**src/rtl/mem_xfer_arbiter.sv**
```systemverilog
// Shared processor/memory bus owner for N_CH channels: round-robin write grants,
// a done-event FIFO and counted read-return bursts that writes may suspend.
module mem_xfer_arbiter #(
    parameter int N_CH       = 4,
    parameter int BURST_LEN  = 10,
    parameter int DONE_DEPTH = 4,
    parameter int PREEMPT    = 1,
    parameter int CH_W       = (N_CH > 1) ? $clog2(N_CH) : 1,
    parameter int CNT_W      = $clog2(BURST_LEN + 1),
    parameter int PW         = $clog2(DONE_DEPTH + 1)
) (
    input  logic             clk,
    input  logic             rst,
    input  logic [N_CH-1:0]  send_req,
    input  logic             done,
    input  logic [CH_W-1:0]  done_id,
    output logic [N_CH-1:0]  grant_line,
    output logic             bus_free,
    output logic [N_CH-1:0]  iamtaking,
    output logic [CNT_W-1:0] beat_cnt,
    output logic             pop,
    output logic [N_CH-1:0]  recieved,
    output logic [PW-1:0]    pend_cnt,
    output logic             overflow
);

    localparam int AW = $clog2(DONE_DEPTH);
    localparam bit PREEMPT_EN = (PREEMPT != 0);
    localparam logic [CNT_W-1:0] LAST_BEAT = CNT_W'(BURST_LEN);

    typedef enum logic [1:0] {ST_IDLE = 2'd0, ST_WRITE = 2'd1, ST_READ = 2'd2} state_t;

    function automatic logic [N_CH-1:0] onehot(input logic [CH_W-1:0] idx);
        return {{(N_CH-1){1'b0}}, 1'b1} << idx;
    endfunction

    // First requester at or after ptr, wrapping around the channel list.
    function automatic logic [CH_W-1:0] rr_pick(input logic [N_CH-1:0] req, input logic [CH_W-1:0] ptr);
        logic [CH_W-1:0] sel;
        logic            found;
        int              idx;
        sel   = ptr;
        found = 1'b0;
        for (int i = 0; i < N_CH; i++) begin
            idx = (int'(ptr) + i) % N_CH;
            if (!found && req[idx]) begin
                found = 1'b1;
                sel   = CH_W'(idx);
            end
        end
        return sel;
    endfunction

    state_t            state_r, state_n;
    logic [N_CH-1:0]   grant_r, grant_n;
    logic [N_CH-1:0]   take_r, take_n;
    logic [CNT_W-1:0]  beat_r, beat_n;
    logic              pop_r, pop_n;
    logic [N_CH-1:0]   recv_r, recv_n;
    logic              bus_free_r;
    logic [CH_W-1:0]   owner_r, owner_n;
    logic [CH_W-1:0]   rr_r, rr_n;
    logic [CH_W-1:0]   cur_r, cur_n;
    logic              susp_r, susp_n;
    logic              ovf_r;

    logic [CH_W-1:0]   fifo_mem_r [DONE_DEPTH];
    logic [AW-1:0]     rd_ptr_r, wr_ptr_r;
    logic [PW-1:0]     count_r;

    logic              req_any_s, owner_drop_s, last_beat_s;
    logic              fifo_empty_s, fifo_full_s, fifo_pop_s, fifo_push_s, fifo_drop_s;
    logic [CH_W-1:0]   pick_s, head_s, owner_inc_s;

    assign req_any_s    = |send_req;
    assign owner_drop_s = ~send_req[owner_r];
    assign last_beat_s  = (beat_r == LAST_BEAT);
    assign pick_s       = rr_pick(send_req, rr_r);
    assign head_s       = fifo_mem_r[rd_ptr_r];
    assign owner_inc_s  = (owner_r == CH_W'(N_CH - 1)) ? CH_W'(0) : owner_r + CH_W'(1);
    assign fifo_empty_s = (count_r == PW'(0));
    assign fifo_full_s  = (count_r == PW'(DONE_DEPTH));
    // A pop at the same edge frees the slot a full-FIFO push needs.
    assign fifo_push_s  = done & (~fifo_full_s | fifo_pop_s);
    assign fifo_drop_s  = done & fifo_full_s & ~fifo_pop_s;

    // State register.
    always_ff @(posedge clk or posedge rst) begin
        if (rst) begin
            state_r <= ST_IDLE;
        end else begin
            state_r <= state_n;
        end
    end

    // Next-state selection; writes win over a pending read start.
    always_comb begin
        state_n = state_r;
        case (state_r)
            ST_IDLE: begin
                if (req_any_s) begin
                    state_n = ST_WRITE;
                end else if (!fifo_empty_s) begin
                    state_n = ST_READ;
                end else begin
                    state_n = ST_IDLE;
                end
            end
            ST_WRITE: begin
                if (owner_drop_s) begin
                    state_n = susp_r ? ST_READ : ST_IDLE;
                end else begin
                    state_n = ST_WRITE;
                end
            end
            ST_READ: begin
                if (last_beat_s) begin
                    state_n = ST_IDLE;
                end else if (PREEMPT_EN && req_any_s) begin
                    state_n = ST_WRITE;
                end else begin
                    state_n = ST_READ;
                end
            end
            default: state_n = ST_IDLE;
        endcase
    end

    // Next values of the registered outputs and bookkeeping state.
    always_comb begin
        grant_n    = '0;
        take_n     = '0;
        beat_n     = beat_r;
        pop_n      = 1'b0;
        recv_n     = '0;
        owner_n    = owner_r;
        rr_n       = rr_r;
        cur_n      = cur_r;
        susp_n     = susp_r;
        fifo_pop_s = 1'b0;
        case (state_r)
            ST_IDLE: begin
                beat_n = '0;
                if (req_any_s) begin
                    owner_n = pick_s;
                    grant_n = onehot(pick_s);
                end else if (!fifo_empty_s) begin
                    fifo_pop_s = 1'b1;
                    cur_n      = head_s;
                    beat_n     = CNT_W'(1);
                    take_n     = onehot(head_s);
                    pop_n      = 1'b1;
                end else begin
                    beat_n = '0;
                end
            end
            ST_WRITE: begin
                if (owner_drop_s) begin
                    rr_n = owner_inc_s;
                    if (susp_r) begin
                        susp_n = 1'b0;
                        beat_n = beat_r + CNT_W'(1);
                        take_n = onehot(cur_r);
                    end else begin
                        beat_n = '0;
                    end
                end else begin
                    grant_n = grant_r;
                end
            end
            ST_READ: begin
                if (last_beat_s) begin
                    beat_n = '0;
                    recv_n = onehot(cur_r);
                end else if (PREEMPT_EN && req_any_s) begin
                    susp_n  = 1'b1;
                    owner_n = pick_s;
                    grant_n = onehot(pick_s);
                end else begin
                    beat_n = beat_r + CNT_W'(1);
                    take_n = onehot(cur_r);
                end
            end
            default: beat_n = '0;
        endcase
    end

    // Output and bookkeeping registers.
    always_ff @(posedge clk or posedge rst) begin
        if (rst) begin
            grant_r    <= '0;
            take_r     <= '0;
            beat_r     <= '0;
            pop_r      <= 1'b0;
            recv_r     <= '0;
            bus_free_r <= 1'b1;
            owner_r    <= '0;
            rr_r       <= '0;
            cur_r      <= '0;
            susp_r     <= 1'b0;
        end else begin
            grant_r    <= grant_n;
            take_r     <= take_n;
            beat_r     <= beat_n;
            pop_r      <= pop_n;
            recv_r     <= recv_n;
            bus_free_r <= (state_n == ST_IDLE);
            owner_r    <= owner_n;
            rr_r       <= rr_n;
            cur_r      <= cur_n;
            susp_r     <= susp_n;
        end
    end

    // Done-event FIFO pointers, occupancy and sticky overflow.
    always_ff @(posedge clk or posedge rst) begin
        if (rst) begin
            rd_ptr_r <= '0;
            wr_ptr_r <= '0;
            count_r  <= '0;
            ovf_r    <= 1'b0;
        end else begin
            if (fifo_push_s) wr_ptr_r <= wr_ptr_r + AW'(1);
            if (fifo_pop_s)  rd_ptr_r <= rd_ptr_r + AW'(1);
            case ({fifo_push_s, fifo_pop_s})
                2'b10:   count_r <= count_r + PW'(1);
                2'b01:   count_r <= count_r - PW'(1);
                default: count_r <= count_r;
            endcase
            if (fifo_drop_s) ovf_r <= 1'b1;
        end
    end

    // FIFO storage; contents are don't-care until written.
    always_ff @(posedge clk) begin
        if (fifo_push_s) fifo_mem_r[wr_ptr_r] <= done_id;
    end

    assign grant_line = grant_r;
    assign bus_free   = bus_free_r;
    assign iamtaking  = take_r;
    assign beat_cnt   = beat_r;
    assign pop        = pop_r;
    assign recieved   = recv_r;
    assign pend_cnt   = count_r;
    assign overflow   = ovf_r;

endmodule
```
**config.mk**
```make
export PLATFORM = sky130hd
export DESIGN_NAME = mem_xfer_arbiter
export DESIGN_NICKNAME = d
export VERILOG_FILES = /design/src/rtl/mem_xfer_arbiter.sv
export SDC_FILE = /design/constraint.sdc
export NUM_CORES = 1
export LEC_CHECK = 0
export ABC_AREA = 1
export CAP_MARGIN = 20
export CORE_MARGIN = 3
export CORE_UTILIZATION = 52
export CTS_BUF_LIST = sky130_fd_sc_hd__clkbuf_4 sky130_fd_sc_hd__clkbuf_8 sky130_fd_sc_hd__clkbuf_16
export CTS_CLUSTER_SIZE = 28
export DETAILED_ROUTE_END_ITERATION = 7
export PLACE_DENSITY = 0.76
export SYNTH_ARGS = -nofsm -noshare
export SYNTH_HDL_FRONTEND = slang
export SYNTH_SLANG_ARGS = --single-unit
```
**constraint.sdc**
```tcl
create_clock -name clk -period 2.2 [get_ports clk]
set_input_delay 0.44 -clock clk [delete_from_list [all_inputs] [get_ports clk]]
set_output_delay 0.44 -clock clk [all_outputs]
set_load 0.01 [all_outputs]
```
==> results.sh <==
export IMPL_vias=1921
export IMPL_yosysWarnings=0
export IMPL_max_freq_ghz=0.523
export IMPL_worst_pin_slew_ns=0.436
export IMPL_synth_area_leaders="dfrtp_1 (37%), nand2_1 (16%), edfxtp_1 (10%)"
export IMPL_outcome="finished clean"
export IMPL_grt_max_degree=36
export IMPL_drc=0
export IMPL_cts_hold_buf=0
export IMPL_synth_most_common_cell="nand2_1"
export IMPL_fin_nets=354
export IMPL_p_per_area_nw_per_um2=1190
export IMPL_synth_flop_cell="dfrtp_1"
export IMPL_grt_ovfl_total=0
export IMPL_path_max_fanout=4
export IMPL_reg2reg_from="pend_cnt[1]$_DFFE_PP0P_"
export IMPL_grt_pass1_vias=1830
export IMPL_die_h_microns=72.9
export IMPL_p_clk_share_pct=14.3
export IMPL_cp_arrival_ns=2.09
export IMPL_reg2reg_slack_ns=0.29
export IMPL_wl_per_cell_microns=11.9
export IMPL_final_antenna_net_count=0
export IMPL_dp_cells=376
export IMPL_required_ns=2.38
export IMPL_min_delay_start="grant_line[1]$_DFFE_PP0N_"
export IMPL_yosys_top_cells_count="nand2_1 (97), inv_1 (36), dfrtp_1 (34), nor2_1 (21)"
export IMPL_numClockSinks=43
export IMPL_synthesis_nets=304
export IMPL_hp_class="reg -> reg"
export IMPL_yosys_area_top_type_share_pct=36.6
export IMPL_slowest_stage="dfrtp_1"
export IMPL_initial_core_util_pct=56.1
export IMPL_synth_cell_area_sq_um=2320
export IMPL_min_to="grant_line[1]$_DFFE_PP0N_"
export IMPL_cts_made_buffers=5
export IMPL_fin_cells=387
export IMPL_root_buffer="clkbuf_8"
export IMPL_fin_util_pct=70.2
export IMPL_area_growth_pct=25.1
export IMPL_finalHoldViolations=0
export IMPL_p_int_mw=1.93
export IMPL_worstSetupStartpointType="flop"
export IMPL_period_needed_ns=1.91
export IMPL_async_reset_ff_share_pct=81.4
export IMPL_die_x_microns=72.9
export IMPL_tns_ns=0
export IMPL_place_hpwl_microns=3550
export IMPL_track_usage_pct=18.8
export IMPL_finClkSkew_ns=0.00971
export IMPL_p_seq_share_pct=36.1
export IMPL_cts_tree="done"
export IMPL_p_total_mw=3.45
export IMPL_clk_latency_ns=0.29
export IMPL_relSlewSlack_pct=70.9
export IMPL_ys_ff_latch=43
export IMPL_p_leak_nw=1.50
export IMPL_design_core_area_sq_um=4140
export IMPL_grt_pass1_wl_microns=7870
export IMPL_path_clk_slew_ns=0.08
export IMPL_power_frac_comb_pct=49.5
export IMPL_cp_end_kind="flop"
export IMPL_synthCells=286
export IMPL_path_common_cell="nor2_1"
export IMPL_yosys_area_top_type="dfrtp_1"
export IMPL_max_cap_violations=0
export IMPL_num_antenna_cells=0
export IMPL_synth_edff_count=8
export IMPL_setup_violations=0
export IMPL_vdd_drop_max_mv=0.697
export IMPL_clockBufferDepth=2
export IMPL_vias_per_cell=4.96
export IMPL_layout_drive_gt1_share_pct=18.4
export IMPL_reg2reg_to="pend_cnt[2]$_DFFE_PP0P_"
export IMPL_yosysSeqAreaShare_pct=48.1
export IMPL_synth_cell_type_count=31
export IMPL_critical_path_max_stage_delay_ns=0.42
export IMPL_antenna_found_initial=0
export IMPL_switchingPower_mw=1.53
export IMPL_dieArea_sq_um=5310
export IMPL_portBuffers=30
export IMPL_drt_iter0_drc=135
export IMPL_postSynthAreaPerCell_sq_um=8.13
export IMPL_dr_pass1_iters=4
export IMPL_min_period_over_period_pct=86.8
export IMPL_path_class="reg -> reg"
export IMPL_drt_total_wl_microns=4600
export IMPL_grt_setup_unrepaired="no"
export IMPL_sw_frac_of_total_pct=44.3
export IMPL_num_io_pins=31
export IMPL_slew_viol_final=0
export IMPL_num_rows=23
export IMPL_cts_htree_levels=2
export IMPL_worstPathCellList="nor2_1 -> inv_1 -> nor2_1 -> nand2_1 -> nand2_2 -> ha_2 -> inv_2 -> fa_2 -> a21oi_2 -> o21ai_2 -> xor2_1"
export IMPL_routabilityCongestion=0.879
export IMPL_r2r_cells=11
export IMPL_whs_path_depth=2
[area by class of cell]
cell class                 instances  area [sq um]
sequential                        43          1120
clock buffer                       6          76.3
inverter                          40           153
timing repair buffer              47           438
clock inverter                     2          12.5
fill                             354          1230
multi-input combinational        199          1050
tap                               50          62.6
[power by group through the flow]
stage | clock network, mW | logic, mW | registers, mW
2_1_floorplan | 0 | 1.28 | 1.21
3_3_place_gp | 0 | 1.64 | 1.26
5_1_grt | 0.544 | 1.97 | 1.28
3_5_place_dp | 0 | 1.69 | 1.26
6_report | 0.494 | 1.71 | 1.25
4_1_cts | 0.506 | 1.70 | 1.25
[per-stage QoR]
stage	setup slack (ns)	instance area (sq um)	hold WS, ns
floorplan	0.0553	2320	0.497
detailed placement	-0.468	2770	0.465
finish	0.290	2910	0.481
global route	0.135	2910	0.509
CTS	0.00261	2870	0.485
global placement	-0.390	2770	0.463
[registers in the layout (all words and copies together) (netlist names)]
register    cells
iamtaking       4
pop             1
wr_ptr_r        2
rd_ptr_r        2
bus_free        1
overflow        1
susp_r          1
grant_line      4
fifo_mem_r      8
state_r         2
pend_cnt        3
owner_r         2
recieved        4
cur_r           2
beat_cnt        4
rr_r            2
[cells by family (layout without fill, tap and decap cells)]
kind of cell | count (synthesis) | after routing | synth area share (%)
AOI/OAI and AO/OA | 28 | 28 | 6.89
xor gates and xnor gates | 7 | 7 | 2.64
adders and majority gates | 9 | 9 | 5.17
buffers and inverters | 44 | 95 | 7.75
DFF | 43 | 43 | 48.1
and+or+nand+nor | 155 | 155 | 29.5
[worst max-delay path: cells and delay by family, from the launching register on]
kind | cells | cell delay (ns)
AOI/OAI and AO/OA | 2 | 0.21
xor gates and xnor gates | 1 | 0.13
adders and majority gates | 2 | 0.55
buffers and inverters | 2 | 0.11
DFF | 1 | 0.42
and+or+nand+nor | 4 | 0.38
[per-layer routing]
layer | part of all wire (%) | track usage (%)
met1 | 48 | 25.9
met2 | 48 | 30.5
met3 | 2.8 | 2.89
met4 | 0.85 | 6.15
met5 | 0 | 0
[worst max path at each step]
stage / startpoint / to / slack (ns) / cells past startpoint
final: pend_cnt[1]$_DFFE_PP0P_ / pend_cnt[2]$_DFFE_PP0P_ / 0.29 / 11
after CTS: send_req[3] / pend_cnt[2]$_DFFE_PP0P_ / 0.003 / 13
after floorplan: send_req[2] / pend_cnt[2]$_DFFE_PP0P_ / 0.06 / 12
after detailed placement: send_req[1] / pend_cnt[2]$_DFFE_PP0P_ / -0.47 / 13
after global placement: send_req[1] / pend_cnt[2]$_DFFE_PP0P_ / -0.39 / 13
after global routing: pend_cnt[1]$_DFFE_PP0P_ / pend_cnt[2]$_DFFE_PP0P_ / 0.13 / 11
[cell usage in the layout (no fill, tap or decap), types with 7 or more instances in the layout]
cell type / count
edfxtp_1: 8
ha_1: 7
inv_1: 32
nand3_1: 13
nand2_1: 95
o21ai_0: 12
inv_2: 7
dfrtp_1: 34
nand2_2: 12
clkdlybuf4s50_1: 26
buf_4: 17
nor2_1: 21
[timing repair]
| item | in CTS | in global routing |
|---|---|---|
| setup buffers | 2 | 1 |
| cloned | 0 | 0 |
| gates resized for setup | 3 | 13 |
| pin swaps | 1 | 3 |
| endpoints found under the setup margin | 1 | 2 |
Note: power is estimated with default switching activity, not from simulation.
